==> src/rtl/pc_seq_if.sv <==
// Program-counter sequencer bus: control inputs from the fetch controller and
// the PC / return-stack status driven back by the sequencer.
interface pc_seq_if #(
    parameter int ADDR_W = 16,
    parameter int DEPTH  = 8
);
    localparam int SP_W = $clog2(DEPTH) + 1;

    logic [2:0]        op;
    logic              stall;
    logic [ADDR_W-1:0] tgt_addr;
    logic [ADDR_W-1:0] offset;
    logic [ADDR_W-1:0] pc_addr;
    logic [SP_W-1:0]   sp;
    logic              stack_full;
    logic              stack_empty;
    logic              stack_err;

    modport master (
        output op, stall, tgt_addr, offset,
        input  pc_addr, sp, stack_full, stack_empty, stack_err
    );

    modport slave (
        input  op, stall, tgt_addr, offset,
        output pc_addr, sp, stack_full, stack_empty, stack_err
    );
endinterface

==> src/rtl/pc_seq.sv <==
// Program counter sequencer with a return-address stack for CALL/RET.
// Stack overflow/underflow is refused (state held) and flagged in a sticky
// error bit that only reset or CLEAR removes.
module pc_seq #(
    parameter int                ADDR_W    = 16,
    parameter int                DEPTH     = 8,
    parameter logic [ADDR_W-1:0] RESET_VEC = '0
) (
    input  logic      clk,
    input  logic      rst_n,
    pc_seq_if.slave   bus
);
    localparam int SP_W  = $clog2(DEPTH) + 1;
    localparam int IDX_W = $clog2(DEPTH);

    localparam logic [2:0] OP_HOLD   = 3'b000;
    localparam logic [2:0] OP_INC    = 3'b001;
    localparam logic [2:0] OP_JUMP   = 3'b010;
    localparam logic [2:0] OP_BRANCH = 3'b011;
    localparam logic [2:0] OP_CALL   = 3'b100;
    localparam logic [2:0] OP_RET    = 3'b101;
    localparam logic [2:0] OP_CLEAR  = 3'b110;

    localparam logic [SP_W-1:0]   SP_ONE  = SP_W'(1);
    localparam logic [SP_W-1:0]   SP_FULL = SP_W'(DEPTH);
    localparam logic [ADDR_W-1:0] PC_ONE  = ADDR_W'(1);

    logic [ADDR_W-1:0] pc_r;
    logic [SP_W-1:0]   sp_r;
    logic              err_r;
    logic [ADDR_W-1:0] stack_r [DEPTH];

    logic [ADDR_W-1:0] pc_nxt_s;
    logic [SP_W-1:0]   sp_nxt_s;
    logic              err_nxt_s;
    logic              push_s;
    logic              full_s;
    logic              empty_s;
    logic [ADDR_W-1:0] ret_addr_s;
    logic [IDX_W-1:0]  pop_idx_s;

    assign full_s     = (sp_r == SP_FULL);
    assign empty_s    = (sp_r == '0);
    assign ret_addr_s = pc_r + PC_ONE;
    // Top valid entry; only dereferenced when the stack is non-empty.
    assign pop_idx_s  = IDX_W'(sp_r - SP_ONE);

    // Decode the op into next PC, stack pointer, error flag and push strobe.
    always_comb begin
        pc_nxt_s  = pc_r;
        sp_nxt_s  = sp_r;
        err_nxt_s = err_r;
        push_s    = 1'b0;
        if (!bus.stall) begin
            case (bus.op)
                OP_HOLD: begin
                    pc_nxt_s = pc_r;
                end
                OP_INC: begin
                    pc_nxt_s = pc_r + PC_ONE;
                end
                OP_JUMP: begin
                    pc_nxt_s = bus.tgt_addr;
                end
                OP_BRANCH: begin
                    pc_nxt_s = pc_r + bus.offset;
                end
                OP_CALL: begin
                    if (!full_s) begin
                        push_s   = 1'b1;
                        pc_nxt_s = bus.tgt_addr;
                        sp_nxt_s = sp_r + SP_ONE;
                    end else begin
                        err_nxt_s = 1'b1;
                    end
                end
                OP_RET: begin
                    if (!empty_s) begin
                        pc_nxt_s = stack_r[pop_idx_s];
                        sp_nxt_s = sp_r - SP_ONE;
                    end else begin
                        err_nxt_s = 1'b1;
                    end
                end
                OP_CLEAR: begin
                    pc_nxt_s  = RESET_VEC;
                    sp_nxt_s  = '0;
                    err_nxt_s = 1'b0;
                end
                default: begin
                    pc_nxt_s = pc_r;
                end
            endcase
        end else begin
            pc_nxt_s = pc_r;
        end
    end

    // Architectural state registers with synchronous active-low reset.
    always_ff @(posedge clk) begin
        if (!rst_n) begin
            pc_r  <= RESET_VEC;
            sp_r  <= '0;
            err_r <= 1'b0;
        end else begin
            pc_r  <= pc_nxt_s;
            sp_r  <= sp_nxt_s;
            err_r <= err_nxt_s;
        end
    end

    // Return-address RAM write; contents are never reset, and reset blocks a push.
    always_ff @(posedge clk) begin
        if (rst_n && push_s) begin
            stack_r[sp_r[IDX_W-1:0]] <= ret_addr_s;
        end
    end

    assign bus.pc_addr     = pc_r;
    assign bus.sp          = sp_r;
    assign bus.stack_err   = err_r;
    assign bus.stack_full  = full_s;
    assign bus.stack_empty = empty_s;
endmodule

==> src/flat_wrapper.sv <==
// flat-port wrapper written by rule: the top's interface ports become plain ports
module pc_seq_flat 
#(
    parameter int                ADDR_W    = 16,
    parameter int                DEPTH     = 8,
    parameter logic [ADDR_W-1:0] RESET_VEC = '0
)
  (clk, rst_n, bus_op, bus_stall, bus_tgt_addr, bus_offset, bus_pc_addr, bus_sp, bus_stack_full, bus_stack_empty, bus_stack_err);
  pc_seq_if #(.ADDR_W(ADDR_W), .DEPTH(DEPTH)) bus_i ();
  input  logic clk;
  input  logic rst_n;
  input wire logic [$bits(bus_i.op)-1:0] bus_op;
  input wire logic [$bits(bus_i.stall)-1:0] bus_stall;
  input wire logic [$bits(bus_i.tgt_addr)-1:0] bus_tgt_addr;
  input wire logic [$bits(bus_i.offset)-1:0] bus_offset;
  output wire logic [$bits(bus_i.pc_addr)-1:0] bus_pc_addr;
  output wire logic [$bits(bus_i.sp)-1:0] bus_sp;
  output wire logic [$bits(bus_i.stack_full)-1:0] bus_stack_full;
  output wire logic [$bits(bus_i.stack_empty)-1:0] bus_stack_empty;
  output wire logic [$bits(bus_i.stack_err)-1:0] bus_stack_err;
  assign bus_i.op = bus_op;
  assign bus_i.stall = bus_stall;
  assign bus_i.tgt_addr = bus_tgt_addr;
  assign bus_i.offset = bus_offset;
  assign bus_pc_addr = bus_i.pc_addr;
  assign bus_sp = bus_i.sp;
  assign bus_stack_full = bus_i.stack_full;
  assign bus_stack_empty = bus_i.stack_empty;
  assign bus_stack_err = bus_i.stack_err;
  pc_seq #(.ADDR_W(ADDR_W), .DEPTH(DEPTH), .RESET_VEC(RESET_VEC)) u_core (.clk(clk), .rst_n(rst_n), .bus(bus_i));
endmodule
==> config.mk <==
export PLATFORM = sky130hd
export DESIGN_NAME = pc_seq_flat
export DESIGN_NICKNAME = d
export VERILOG_FILES = /design/src/rtl/pc_seq_if.sv /design/src/rtl/pc_seq.sv /design/src/flat_wrapper.sv
export SDC_FILE = /design/constraint.sdc
export NUM_CORES = 1
export LEC_CHECK = 0
export BUFFER_PORTS_ARGS = -buffer_cell sky130_fd_sc_hd__buf_2
export CAP_MARGIN = 30
export CORE_ASPECT_RATIO = 2
export CORE_MARGIN = 4
export CORE_UTILIZATION = 55
export CTS_CLUSTER_SIZE = 10
export DETAILED_ROUTE_END_ITERATION = 8
export HOLD_SLACK_MARGIN = 0.05
export PLACE_DENSITY = 0.84
export SKIP_CTS_REPAIR_TIMING = 1
export SYNTH_ARGS = -nofsm -noshare
export SYNTH_HDL_FRONTEND = slang
export SYNTH_SLANG_ARGS = --single-unit
==> constraint.sdc <==
create_clock -name clk -period 8.6 [get_ports clk]
set_clock_uncertainty 0.1 [all_clocks]
set_input_delay 0.43 -clock clk [delete_from_list [all_inputs] [get_ports clk]]
set_output_delay 0.43 -clock clk [all_outputs]
set_load 0.01 [all_outputs]
==> metrics.md, run 1 <==
| Metric | Value |
|---|---|
| Status | complete, but fails checks |
| Failing checks | DRC |
| Avg Cell Area, Syn | 13.28 um2 |
| Die X | 90.30 um |
| Hold Crit Depth | 3 |
| Fill count | 931 |
| Mapped Cells | 561 |
| Final setup TNS | 0 ns |
| Crit-path cells | inv_1 -> ha_1 -> buf_4 -> mux4_2 -> a22oi_1 -> o211ai_1 -> a21oi_1 -> o22ai_1 |
| Relative slew slack | 0.3254 |
| Max FO, Critical Path | 29 |
| Die area | 15590 um2 |
| GRT Total Usage | 0.2820 |
| DP HPWL | 14.25 mm |
| Worst R2R Path Depth | 8 |
| Shortest period the worst path allows | 3.676 ns |
| Rows | 59 |
| CTS Buffer Depth | 2 |
| F_max | 272.0 MHz |
| Pre-CTS WS | 5.117 ns |
| Final worst-path cycle share | 0.4274 |
| First-pass DRT Iterations | 9 |
| Drt total wl | 21.43 mm |
| Async S/R FF share, synth | 0 |
| Top-Level Pins | 61 |
| 1st-iter DRT viols | 640 |
| Static Leak | 2.919 nW |
| Slowest-stage cell, CP | dfxtp_1 |
| Die height | 172.6 um |
| Total congestion overflow | 0 |
| Synth cell types | 65 |
| PnR Total Power | 1.735 mW |
| Peak supply drop | 0.0001099 V |
| WL/cell | 27.43 um |
| Buffers on Ports | 60 |
| Fin nets | 675 |
| CTS tree | yes |
| Layout cells sized above 1 | 0.2321 |
| Largest net degree at the start of global routing | 40 |
| CP Launch Point | u_core.bus.sp[1] |
| H-Tree Depth | 4 |
| Worst r2r src | u_core.bus.sp[1] |
| Final WS setup | 4.924 ns |
| #FFs+latches synth | 149 |
| Final Hold Fails | 0 |
| Warnings, synthesis | 0 |
| Antenna violations before repair | 1 |
| Tightest Pin Transition | 1.001 ns |
| Crit path DAT | 3.87 ns |
| Crit Reg-Reg Endpoint | u_core.bus.pc_addr[13] |
| Pwr Density | 206.7 nW/um2 |
| Post-route insts no fill | 781 |
| Core ar. | 13140 um2 |
| DRC | 1 |
| Via-to-Cell Ratio | 7.018 |
| CP endpoint kind | register |
| RSZ-0062 raised after global routing | false |
| Hold Crit Class | in2reg |
| Syn nets | 619 |
| CTS Sinks | 149 |
| Post-Syn Area | 7451 um2 |
| Area growth syn-to-layout | 12.61% |
| Peak per-stage delay on the critical path | 0.59 ns |
| Dpl cells | 749 |
| R2R Setup Slk | 4.92 ns |
| Root buffer cell | clkbuf_16 |
| Primary FF master, synth | edfxtp_1 |
| Number of synthesized flops with an enable pin | 128 |
| CP Class | reg2reg |
| Vias in the first global route | 5574 |
| Max Slew Vio Count | 0 |
| Worst-Skew Late Latency | 0.42 ns |
| Fin util | 0.6385 |
| Num CTS Buffers | 17 |
| Antenna Cells | 0 |
| Post-route ant nets | 0 |
| Routability cong. | 1.081 |
| Vias | 5481 |
| Worst Setup EP | u_core.bus.pc_addr[13] |
| Final Setup Violations | 0 |
| Register area share after synthesis | 0.5723 |
| WP data required | 8.80 ns |
| Global-route wire length before repair | 32.84 mm |
| Initial Util | 0.5670 |
| Max-cap violations | 0 |
| Startpoint class of the critical path | register |
| Clock slew at the register clock pins of the worst setup and hold paths | 0.07 ns |
## synth_stat cells, drive strengths merged (2+ instances only)
library cell | n | share of area
a22o | 2 | 0.0024
a222oi | 2 | 0.0027
o41ai | 3 | 0.0035
a21boi | 4 | 0.0045
nor2 | 31 | 0.016
a21oi | 41 | 0.028
xnor2 | 17 | 0.020
nor2b | 4 | 0.0034
edfxtp | 128 | 0.52
nand3 | 11 | 0.0074
clkbuf | 11 | 0.0055
nand2 | 38 | 0.019
a32oi | 5 | 0.0059
nand3b | 3 | 0.0030
or3 | 3 | 0.0025
a31oi | 10 | 0.0084
or2 | 3 | 0.0025
nor3 | 9 | 0.0067
dfxtp | 21 | 0.056
o21ai | 30 | 0.020
o22ai | 2 | 0.0017
a211oi | 8 | 0.0081
and3 | 6 | 0.0057
nand4 | 9 | 0.0076
a221oi | 6 | 0.0079
mux4 | 32 | 0.097
inv | 13 | 0.0065
a22oi | 12 | 0.012
nor4 | 4 | 0.0054
nand2b | 9 | 0.0076
nor3b | 4 | 0.0055
ha | 19 | 0.032
buf | 21 | 0.021
o211ai | 9 | 0.0091
xor2 | 9 | 0.011
a311oi | 2 | 0.0047
a21o | 4 | 0.0040
## cell type report
class	instances	area, um2	area share
multi-input combinational	366	2973	0.3543
tap	152	190.2	0.02267
clock buffer	17	425.4	0.05070
timing repair buffer	69	365.4	0.04354
clock inverter	14	118.9	0.01417
inverter	14	52.55	0.006263
sequential	149	4265	0.5084
## state kept, by name, summed over array words and instances, names as in the netlist
register	count
u_core.stack_r	128
u_core.bus.pc_addr	16
u_core.bus.stack_err	1
u_core.bus.sp	4
## critical path: cells and delay by family (launching register included)
kind / cells / cell delay, ns
compound gates: 4 / 1.31
buf+inv: 2 / 0.66
flops: 1 / 0.59
fa+ha+maj: 1 / 0.51
mux: 1 / 0.37
## kinds of logic (layout without fill, tap and decap cells)
kind of cell	count (synthesis)	in the layout	synth area share
buf+inv	46	114	0.03325
mux	34	34	0.09958
xor+xnor	26	26	0.03056
compound gates	150	150	0.1352
fa+ha+maj	21	21	0.03594
flops	149	149	0.5723
simple gates	135	135	0.09320
## power by group
group          internal [mW]  switching [mW]
registers              0.800          0.0171
clock network          0.376           0.312
logic                 0.0858           0.144
## per-layer routing
| metal | track usage | up-vias | wire (um) |
|---|---|---|---|
| met5 | 0 | - | 0 |
| met1 | 0.2886 | 2624 | 6657 |
| li1 | - | 2334 | - |
| met3 | 0.06783 | 113 | 1786 |
| met2 | 0.4858 | 410 | 11130 |
| met4 | 0.2219 | 0 | 1850 |
## cell usage in the layout, fill, tap and decap left out, types with 17 or more instances in the layout
cell       instances
nor2_1            30
buf_2             61
edfxtp_1         128
mux4_2            32
dfxtp_1           20
o21ai_0           25
clkbuf_16         17
ha_1              19
xnor2_1           17
nand2_1           38
a21oi_1           41
## worst min-delay path by stage
stage,from,to
CTS,bus_tgt_addr[7],u_core.bus.pc_addr[7]
finish,bus_tgt_addr[7],u_core.bus.pc_addr[7]
detailed placement,u_core.bus.stack_err,u_core.bus.stack_err
global route,bus_tgt_addr[7],u_core.bus.pc_addr[7]
global placement,u_core.bus.sp[3],u_core.bus.sp[3]
floorplan,u_core.bus.sp[3],u_core.bus.sp[3]
## stage by stage
step	hold slack (ns)	area, um2
5_1_grt	0.1793	8391
3_5_place_dp	0.4207	7841
3_3_place_gp	0.4188	7841
6_report	0.1719	8391
2_1_floorplan	0.4273	7451
4_1_cts	0.1649	8386
Power figures use the tool's default switching activity.
==> inputs of run 2 (changes only) <==
- clock period: 8.6 -> 3.8 ns (I/O delays scaled with it)
==> run 2 against run 1 <==
The flow now finishes without violations. Combinational power grew 120%. Sequential power grew 130%. Clock-buffer cell count up 1. Global-route usage decreased by 2.7 points. Total power grew 130%. Highest routed layer unchanged.
==> metrics.md, run 2 (synthesis results as in run 1) <==
| Metric | Value |
|---|---|
| Status | completed |
| WP data required | 4.01 ns (-4.79 ns) |
| Via-to-Cell Ratio | 6.871 (-2.1%) |
| Vias in the first global route | 5463 (-2.0%) |
| Num CTS Buffers | 17 (unchanged) |
| Area growth syn-to-layout | 13.57% |
| WL/cell | 24.83 um (-9.5%) |
| Die X | 90.30 um (unchanged) |
| DRC | 0 (-1) |
| CP delay by family, top | compound AO/OA/AOI/OAI gates |
| Sequential share of power | 0.466 (-0.005) |
| Peak supply drop | 0.0003119 V (+180%) |
| R2R Setup Slk | 0.76 ns (-4.17 ns) |
| F_max | 328.8 MHz (+21%) |
| First-pass DRT Iterations | 7 (-2) |
| Final worst-path cycle share | 0.8003 (+0.3729) |
| Total congestion overflow | 0 (unchanged) |
| Hold Crit Class | in2reg |
| Root buffer cell | clkbuf_16 |
| 1st-iter DRT viols | 565 (-12%) |
| Max-cap violations | 0 (unchanged) |
| H-Tree Depth | 4 (unchanged) |
| Clk network pwr share | 0.406 (+0.010) |
| Design area | 8462 um2 (+0.85%) |
| Hold Crit Depth | 3 (unchanged) |
| CP Class | reg2reg |
| Antenna Cells | 0 (unchanged) |
| DP HPWL | 13.60 mm (-4.6%) |
| Top-Level Pins | 61 (unchanged) |
| Switch share | 0.2612 (-0.01128) |
| CP endpoint kind | register |
| Core ar. | 13140 um2 (unchanged) |
| RSZ-0062 raised after global routing | false |
| Placed Area | 7860 um2 (+0.24%) |
| Sw power | 1.036 mW (+120%) |
| Clock slew at the register clock pins of the worst setup and hold paths | 0.07 ns (about the same) |
| Initial Util | 0.5670 (unchanged) |
| Final Hold Fails | 0 (unchanged) |
| Drt total wl | 19.59 mm (-8.6%) |
| Largest net degree at the start of global routing | 40 (unchanged) |
| GRT Total Usage | 0.2547 (-0.02731) |
| CTS Sinks | 149 (unchanged) |
| Worst r2r src | u_core.bus.sp[1] |
| Fin nets | 682 (+1.0%) |
| Fill count | 911 (-2.1%) |
| Final Setup Violations | 0 (unchanged) |
| Peak per-stage delay on the critical path | 0.53 ns (-0.06 ns) |
| Die area | 15590 um2 (unchanged) |
| Buffer and inverter count on the worst path | 2 (unchanged) |
| Routability cong. | 1.064 (-1.5%) |
| Global-route wire length before repair | 30.03 mm (-8.6%) |
| Worst R2R Path Depth | 8 (unchanged) |
| Slowest-stage cell, CP | dfxtp_1 |
| Shortest period the worst path allows | 3.041 ns (-0.6348 ns) |
| Destination of the worst hold path | u_core.bus.pc_addr[3] |
| Antenna violations before repair | 0 (-1) |
| Max FO, Critical Path | 35 (+21%) |
| Internal Power | 2.928 mW (+130%) |
| Comb pwr share | 0.128 (-0.004) |
| Die height | 172.6 um (unchanged) |
| Crit path DAT | 3.25 ns (-0.62 ns) |
| Rows | 59 (unchanged) |
| Startpoint class of the critical path | register |
| Static Leak | 2.967 nW (+1.7%) |
| Pwr Density | 468.4 nW/um2 (+130%) |
| Post-route ant nets | 0 (unchanged) |
| Max reg flops | 128 (unchanged) |
| Hold Startpoint | bus_tgt_addr[3] |
| CTS tree | yes |
| Layout cells sized above 1 | 0.2370 (+0.004934) |
| Max Slew Vio Count | 0 (unchanged) |
| Crit-path cells | inv_1 -> ha_1 -> buf_4 -> mux4_2 -> a22oi_1 -> o211ai_1 -> a21oi_1 -> o22ai_1 |
| Commonest non-fill, non-tap cell in the layout | edfxtp_1 |
| Worst-Skew Late Latency | 0.42 ns (about the same) |
| Crit Reg-Reg Endpoint | u_core.bus.pc_addr[13] |
| Vias | 5421 (-1.1%) |
| Tightest Pin Transition | 0.8699 ns (-0.1315 ns) |
| Final setup TNS | 0 ns (unchanged) |
| Relative slew slack | 0.4166 (+0.09119) |
| CTS Buffer Depth | 2 (unchanged) |
| Commonest cells after routing, fill and taps aside | edfxtp_1, buf_2, a21oi_1 |
| Buffers on Ports | 60 (unchanged) |
## run 2: cell count changes in the layout (fill, tap and decap cells not counted), moves of 3 or more
cell           delta
buf_4             +5
dlygate4sd3_1     +3
nor3_2            +3
nor3_4            -3
## run 2: worst max-delay path by stage
stage | start | to | slack (ns) | cells past startpoint
after CTS | u_core.bus.sp[1] | u_core.bus.pc_addr[13] | 0.78 | 8
final | u_core.bus.sp[1] | u_core.bus.pc_addr[13] | 0.76 | 8
after global placement | u_core.bus.sp[1] | u_core.bus.pc_addr[13] | 0.84 | 8
after floorplan | u_core.bus.sp[0] | u_core.stack_r[1][0] | 0.39 | 8
after detailed placement | u_core.bus.sp[1] | u_core.bus.pc_addr[13] | 0.80 | 8
after global routing | u_core.bus.sp[1] | u_core.bus.pc_addr[13] | 0.65 | 8
## run 2: power groups by stage
stage	sequential, mW	combinational (mW)	clock, mW
floorplan	1.88	0.344	0
global placement	1.88	0.477	0
detailed placement	1.88	0.490	0
CTS	1.85	0.494	1.63
global route	1.85	0.546	1.71
finish	1.85	0.507	1.61
## run 2: worst register-to-register path: stages, from the launching register on
cell and delay (ns):
dfxtp_1 0.53, inv_1 0.17, ha_1 0.30, buf_4 0.41
mux4_2 0.41, a22oi_1 0.40, o211ai_1 0.29, a21oi_1 0.20
o22ai_1 0.10
## run 2: area by class of cell
type                       instances  area (um2)  area share
sequential                       149        4265      0.5041
multi-input combinational        366        2954      0.3491
clock buffer                      18       429.2     0.05072
timing repair buffer              76       427.9     0.05057
tap                              152       190.2     0.02248
clock inverter                    14       142.6     0.01686
inverter                          14       52.55    0.006210
## run 2: metal layers
| metal | up-vias | GRT usage | part of all wire | routed length [um] |
|---|---|---|---|---|
| met2 | 340 | 0.4483 | 0.52 | 10280 |
| met4 | 0 | 0.1707 | 0.072 | 1412 |
| met5 | - | 0 | 0 | 0 |
| li1 | 2351 | - | - | - |
| met3 | 107 | 0.05609 | 0.066 | 1284 |
| met1 | 2623 | 0.2689 | 0.34 | 6610 |
## run 2: metrics by stage
stage          instances    util  worst slack, ns  power [mW]  hold WS, ns
6_report             789  0.6440           0.7588       3.964      0.05398
3_5_place_dp         754  0.5982           0.7997       2.371       0.3482
2_1_floorplan        561       -           0.3943       2.220       0.2336
4_1_cts              786  0.6417           0.7848       3.965     -0.09168
3_3_place_gp         754  0.5982           0.8376       2.355       0.3557
5_1_grt              789  0.6440           0.6477       4.106      0.09234
